$ cat config.mk
export PLATFORM = sky130hd
export DESIGN_NAME = store_buffer
export DESIGN_NICKNAME = d
export VERILOG_FILES = /design/src/rtl/store_buffer_pkg.sv /design/src/rtl/store_buffer_align.sv /design/src/rtl/store_buffer.sv
export SDC_FILE = /design/constraint.sdc
export NUM_CORES = 1
export LEC_CHECK = 0
export BUFFER_PORTS_ARGS = -buffer_cell sky130_fd_sc_hd__buf_2
export CORE_ASPECT_RATIO = 1.4
export CORE_MARGIN = 2
export CORE_UTILIZATION = 25
export CTS_BUF_LIST = sky130_fd_sc_hd__clkbuf_4 sky130_fd_sc_hd__clkbuf_8 sky130_fd_sc_hd__clkbuf_16
export DETAILED_ROUTE_END_ITERATION = 10
export PLACE_DENSITY = 0.45
export SETUP_SLACK_MARGIN = 0.05
export SLEW_MARGIN = 20
export SYNTH_ARGS = -nofsm -noshare
export SYNTH_HDL_FRONTEND = slang
export SYNTH_HIERARCHICAL = 1
export SYNTH_SLANG_ARGS = --single-unit
$ cat constraint.sdc
create_clock -name clk -period 5.6 [get_ports clk]
set_input_delay 0.56 -clock clk [delete_from_list [all_inputs] [get_ports clk]]
set_output_delay 0.56 -clock clk [all_outputs]
set_load 0.005 [all_outputs]
$ cat src/rtl/store_buffer_pkg.sv
// Shared widths, store-kind encodings and FIFO entry layout for the MEM-stage store buffer.
package store_buffer_pkg;

    localparam int unsigned ADDR_W = 32;
    localparam int unsigned DATA_W = 32;
    localparam int unsigned BE_W   = 4;
    localparam int unsigned TYPE_W = 4;

    // Store kinds; these sit beside the memlb_* load encodings of define.v
    localparam logic [TYPE_W-1:0] memsb_sb = TYPE_W'(5);
    localparam logic [TYPE_W-1:0] memsb_sh = TYPE_W'(6);
    localparam logic [TYPE_W-1:0] memsb_sw = TYPE_W'(7);

    typedef struct packed {
        logic [ADDR_W-3:0] waddr;
        logic [BE_W-1:0]   be;
        logic [DATA_W-1:0] wdata;
    } sb_entry_t;

endpackage

$ cat src/rtl/store_buffer_align.sv
// Lane formation for sb/sh/sw stores plus misalignment detect.
// Misalignment is only reported when STORE_ALIGN_CHECK_EN is defined.
module store_align
    import store_buffer_pkg::*;
(
    input  logic [TYPE_W-1:0] st_type,
    input  logic [ADDR_W-1:0] st_addr,
    input  logic [DATA_W-1:0] st_data,
    output sb_entry_t         entry_c,
    output logic              legal_c,
    output logic              misalign_c
);

    always_comb begin
        entry_c       = '0;
        legal_c       = 1'b0;
        misalign_c    = 1'b0;
        entry_c.waddr = st_addr[ADDR_W-1:2];
        case (st_type)
            memsb_sb: begin
                legal_c       = 1'b1;
                entry_c.be    = BE_W'(4'b0001 << st_addr[1:0]);
                entry_c.wdata = {4{st_data[7:0]}};
            end
            memsb_sh: begin
                legal_c       = 1'b1;
                entry_c.be    = st_addr[1] ? 4'b1100 : 4'b0011;
                entry_c.wdata = {2{st_data[15:0]}};
`ifdef STORE_ALIGN_CHECK_EN
                misalign_c    = st_addr[0];
`endif
            end
            memsb_sw: begin
                legal_c       = 1'b1;
                entry_c.be    = 4'b1111;
                entry_c.wdata = st_data;
`ifdef STORE_ALIGN_CHECK_EN
                misalign_c    = (st_addr[1:0] != 2'b00);
`endif
            end
            default: ;
        endcase
    end

endmodule

$ cat src/rtl/store_buffer.sv
// MEM-stage store buffer: FIFO of word-aligned stores draining over req/ack, with load-hit detect.
// Define STORE_ALIGN_CHECK_EN to drop misaligned sh/sw and pulse st_misalign.
module store_buffer
    import store_buffer_pkg::*;
#(
    parameter int unsigned DEPTH = 4
)
(
    input  logic                     clk,
    input  logic                     reset_n,
    input  logic                     st_valid,
    output logic                     st_ready,
    input  logic [TYPE_W-1:0]        st_type,
    input  logic [ADDR_W-1:0]        st_addr,
    input  logic [DATA_W-1:0]        st_data,
    output logic                     st_misalign,
    input  logic                     ld_valid,
    input  logic [ADDR_W-1:0]        ld_addr,
    output logic                     ld_hazard,
    output logic                     mem_req,
    input  logic                     mem_ack,
    output logic [ADDR_W-1:0]        mem_addr,
    output logic [BE_W-1:0]          mem_be,
    output logic [DATA_W-1:0]        mem_wdata,
    output logic [$clog2(DEPTH):0]   count,
    output logic                     empty
);

    localparam int unsigned PTR_W = $clog2(DEPTH);
    localparam int unsigned CNT_W = PTR_W + 1;

    sb_entry_t          entries_q [DEPTH];
    sb_entry_t          entries_d [DEPTH];
    logic [PTR_W-1:0]   head_q, head_d, tail_q, tail_d;
    logic [CNT_W-1:0]   count_q, count_d;
    logic               misalign_q, misalign_d;

    sb_entry_t          entry_c;
    logic               legal_c, misalign_c;
    logic               accept, enq, deq;
    sb_entry_t          head_entry;
    logic               ld_lo_unused;

    store_align u_align (
        .st_type    (st_type),
        .st_addr    (st_addr),
        .st_data    (st_data),
        .entry_c    (entry_c),
        .legal_c    (legal_c),
        .misalign_c (misalign_c)
    );

    assign st_ready   = (count_q != CNT_W'(DEPTH));
    assign empty      = (count_q == '0);
    assign mem_req    = !empty;
    assign count      = count_q;
    assign st_misalign = misalign_q;

    assign head_entry = entries_q[head_q];
    assign mem_addr   = {head_entry.waddr, 2'b00};
    assign mem_be     = head_entry.be;
    assign mem_wdata  = head_entry.wdata;

    assign accept = st_valid && st_ready && legal_c;
    assign enq    = accept && !misalign_c;
    assign deq    = mem_req && mem_ack;

    // Next-state: enqueue at tail, dequeue at head, occupancy tracks both
    always_comb begin
        entries_d  = entries_q;
        head_d     = head_q;
        tail_d     = tail_q;
        misalign_d = accept && misalign_c;
        if (enq) begin
            entries_d[tail_q] = entry_c;
            tail_d            = tail_q + PTR_W'(1);
        end
        if (deq) begin
            head_d = head_q + PTR_W'(1);
        end
        count_d = count_q + CNT_W'(enq) - CNT_W'(deq);
    end

    always_ff @(posedge clk or negedge reset_n) begin
        if (!reset_n) begin
            entries_q  <= '{default: '0};
            head_q     <= '0;
            tail_q     <= '0;
            count_q    <= '0;
            misalign_q <= 1'b0;
        end else begin
            entries_q  <= entries_d;
            head_q     <= head_d;
            tail_q     <= tail_d;
            count_q    <= count_d;
            misalign_q <= misalign_d;
        end
    end

    // An entry is occupied when its distance from head is below count; the acked head still counts
    always_comb begin
        ld_hazard = 1'b0;
        for (int unsigned i = 0; i < DEPTH; i++) begin
            if (CNT_W'(PTR_W'(i) - head_q) < count_q &&
                entries_q[i].waddr == ld_addr[ADDR_W-1:2]) begin
                ld_hazard = ld_valid;
            end
        end
    end

    assign ld_lo_unused = ^ld_addr[1:0];

endmodule

==> summary.md <==
| Metric | Value |
|---|---|
| First-pass GRT wire length | `67100 microns` |
| Setup TNS | `0 ns` |
| Die extent in y | `296 microns` |
| Highest fanout seen on the critical path | `36` |
| Number of violations reported at the end of detailed-routing iteration 0 | `430` |
| Post-Route Utilization | `between 20% and 30%` |
| Count of flip-flops with a built-in enable after synthesis | `0` |
| Number of clock sinks | `272` |
| Pin count of the biggest net entering global routing | `118` |
| Detailed Routing Iterations Pass 1 | `6` |
| Shortest clock period the worst path allows after layout | `around 3.7 ns` |
| Clock power frac | `29.1%` |
| Worst Path Arrival | `3.17 ns` |
| Number of synthesized register bits | `272` |
| Number of cells upsized or downsized after cts | `0` |
| Mean Syn Cell Area | `15.1 sq um` |
| Detailed-route vias per instance | `4.39` |
| GRT overflow | `0` |
| CTS tree | `yes` |
| Final slew viol count | `0` |
| Clock insertion delay at the later pin of the skew report | `0.55 ns` |
| Int Power | `5.64 mW` |
| Period Utilization, post-route | `66.6%` |
| Setup repair after global routing missed its margin | `false` |
| Hold Vio Cnt, Final | `0` |
| Die Footprint | `0.0629 sq mm` |
| Routed length per placed instance | `22.6 microns` |
| Total global routing track utilization | `14.5%` |
| Async SR Flop Fraction | `100%` |
| Type of the tightest min-delay check | `input pin to asynchronous set/reset pin` |
| Post-layout power | `8.39 mW` |
| Clock tree skew after final layout | `0.0243 ns` |
| Sequential fraction of design power | `38.0%` |
| Layout cells sized above 1 | `53.2%` |
| PortBufs | `176` |
| Number of warnings issued by yosys | `6` |
| Vias after detailed routing | `slightly below 9000` |
| Maximum level of the CTS H-tree | `2` |
| Net switching share of the total power | `32.7%` |
| Net switching power figure | `2.74 mW` |
| Horizontal die dimension | `about 210 microns` |
| WP data required | `5.04 ns` |
| Maximum resistive drop on vdd | `approximately 0.25 mV` |
| Logic pwr share | `approximately 33%` |
| Most instantiated flip-flop cell in the synthesis netlist | `sky130_fd_sc_hd__dfrtp_1` |
| Master cell of the clock root buffer | `sky130_fd_sc_hd__clkbuf_16` |
| Number of instances in the synthesized netlist | `a little over 1000` |
| R2r startpoint | `count[2]` |
| Max Cap Viol | `0` |
| Setup CP Type | `flop to output pin` |
| Area of the mapped netlist | `0.0152 sq mm` |
| Result of the run | `finished, final reports clean` |
| Cell Pwr Density | `474 mW/mm^2` |
| Worst rel slew slack | `40.1%` |
| Final setup viols | `0` |
| Initial antenna violation count | `9` |
| Fraction of the yosys area taken by sequential cells | `roughly 45%` |
| Startpoint types | `flop` |
| Post-DP HPWL | `approximately 32000 microns` |
| Clock-pin slew reported for the worst setup and hold paths after clock tree synthesis | `0.06 ns` |
| Actual transition at the worst max-transition pin | `0.890 ns` |
| Post-layout nets | `1266` |
| Initial core utilization | `25.1%` |
| Setup Fix Bufs, Post-CTS | `0` |
| P_leak | `about 8.3 nW` |
| Number of placement rows | `107` |
| Total wirelength of the detailed-routed design | `between 40000 and 50000 microns` |
| Number of nets with antenna violations after routing | `0` |
| Worst setup path startpoint | `head_q[0]` |
| Post-CTS Hold Fix Bufs | `0` |
| Number of top-level design ports | `approximately 180` |
| Number of global-route vias before repair | `just under 10000` |
| Maximum buffer depth of the clock tree | `3` |
| CTS Buf Count | `35` |
| Fmax | `about 270 MHz` |
| DRC violation count after routing | `0` |
| Distinct cells, synth | `46` |
| Synthesis-to-layout area growth | `16.4%` |
| RePlAce Congestion | `0.849` |
| Core Footprint | `approximately 0.06 sq mm` |
| Capturing element type of the critical path | `output pin` |
## area by class of cell
class / instances / area [sq um]
clock buffers: 51 / 1080
repair buffers: 188 / 1030
inverters: 17 / 63.8
multi-input cells: 631 / 7510
diodes: 1 / 2.50
flip-flops and latches: 272 / 6810
well taps: 817 / 1020
fillers: 6241 / 42800
clock inverters: 12 / 180
## stage by stage
stage	hold slack, ns	instance area, sq um	std cells	worst slack (ns)
CTS	0.0344	17700	1988	1.69
global placement	0.483	16400	1925	1.92
floorplan	0.264	15200	1010	2.55
finish	0.00279	17700	1989	1.87
detailed placement	0.490	16400	1925	1.94
global route	0.0649	17700	1989	1.57
## layout by cell type (no fill, tap or decap), drive strengths merged, types with 2 or more instances in the layout
cell,count
clkinvlp,2
xor2,108
nand3,3
clkinv,5
dfrtp,272
a22oi,8
ha,15
o21ai,4
buf,188
conb,3
nor4,29
nand2,8
a21oi,28
mux2,264
nand4,7
nor2b,4
mux4,66
nor3,2
nor2,13
xnor2,16
inv,18
and2,12
a211oi,16
nand2b,2
clkbuf,51
bufinv,4
mux2i,12
o22ai,3
## synth_stat cells (8+ instances only)
cell type / count / area [sq um]
sky130_fd_sc_hd__dfrtp_1: 272 / 6810
sky130_fd_sc_hd__mux4_2: 66 / 1490
sky130_fd_sc_hd__a22oi_1: 8 / 60.1
sky130_fd_sc_hd__and2_1: 8 / 50.1
sky130_fd_sc_hd__xor2_1: 108 / 946
sky130_fd_sc_hd__buf_12: 17 / 340
sky130_fd_sc_hd__mux2_4: 160 / 2400
sky130_fd_sc_hd__ha_1: 15 / 188
sky130_fd_sc_hd__xnor2_1: 16 / 140
sky130_fd_sc_hd__mux2i_1: 12 / 120
sky130_fd_sc_hd__a21oi_2: 16 / 140
sky130_fd_sc_hd__a211oi_2: 16 / 200
sky130_fd_sc_hd__nand2_1: 8 / 30.0
sky130_fd_sc_hd__inv_1: 17 / 63.8
sky130_fd_sc_hd__buf_4: 37 / 278
sky130_fd_sc_hd__nor2_1: 11 / 41.3
sky130_fd_sc_hd__nor4_1: 29 / 181
sky130_fd_sc_hd__buf_2: 20 / 100
sky130_fd_sc_hd__mux2_2: 104 / 1170
sky130_fd_sc_hd__a21oi_1: 12 / 60.1
## worst paths after layout
check / cells after the start / end / slack [ns]
worst min-delay path: 1 / entries_q[75] / 0.003
worst max register to register: 6 / entries_q[165] / 2.84
worst max-delay path: 9 / ld_hazard / 1.87
min in group clk: 2 / entries_q[37] / 0.29
worst min register to register: 1 / entries_q[10] / 0.50
max in group asynchronous: 2 / entries_q[239] / 4.17
## registers in the layout, indices dropped and copies added, names as in the netlist
name	count
head_q	2
st_misalign	1
count	3
entries_q	264
tail_q	2
## worst max-delay path, cell delays in order (launching register included)
cell,delay [ns]
sky130_fd_sc_hd__dfrtp_4,0.94
sky130_fd_sc_hd__inv_1,0.10
sky130_fd_sc_hd__ha_1,0.33
sky130_fd_sc_hd__inv_1,0.06
sky130_fd_sc_hd__ha_1,0.27
sky130_fd_sc_hd__a21oi_1,0.18
sky130_fd_sc_hd__nor2b_1,0.10
sky130_fd_sc_hd__nor4_1,0.31
sky130_fd_sc_hd__o41a_1,0.21
sky130_fd_sc_hd__buf_2,0.13
## cell families after synthesis
| group | after synthesis | synth area share (%) |
|---|---|---|
| buffers and inverters | 107 | 5.90 |
| multiplexers | 342 | 34.0 |
| adder cells (fa/ha/maj) | 16 | 1.37 |
| AO/OA/AOI/OAI | 61 | 3.40 |
| flip-flops | 272 | 44.7 |
| AND/OR/NAND/NOR | 85 | 3.36 |
| other | 2 | 0.0494 |
| XOR/XNOR | 124 | 7.14 |
## power by group through the flow
| stage | registers (mW) | logic (mW) | clock network [mW] |
|---|---|---|---|
| floorplan | 2.91 | 2.02 | 0 |
| global placement | 3.21 | 2.82 | 0 |
| detailed placement | 3.22 | 2.84 | 0 |
| CTS | 3.20 | 2.86 | 2.52 |
| global route | 3.28 | 3.00 | 2.60 |
| finish | 3.18 | 2.77 | 2.44 |
## routing by layer
layer | wire (microns) | up-vias | track usage (%)
li1 | - | 3904 | -
met1 | 18100 | 4541 | 17.0
met2 | 23400 | 218 | 26.1
met3 | 2430 | 64 | 3.70
met4 | 1020 | 6 | 3.96
met5 | 39 | - | 0
No activity file was read; power rests on OpenSTA's default activity.
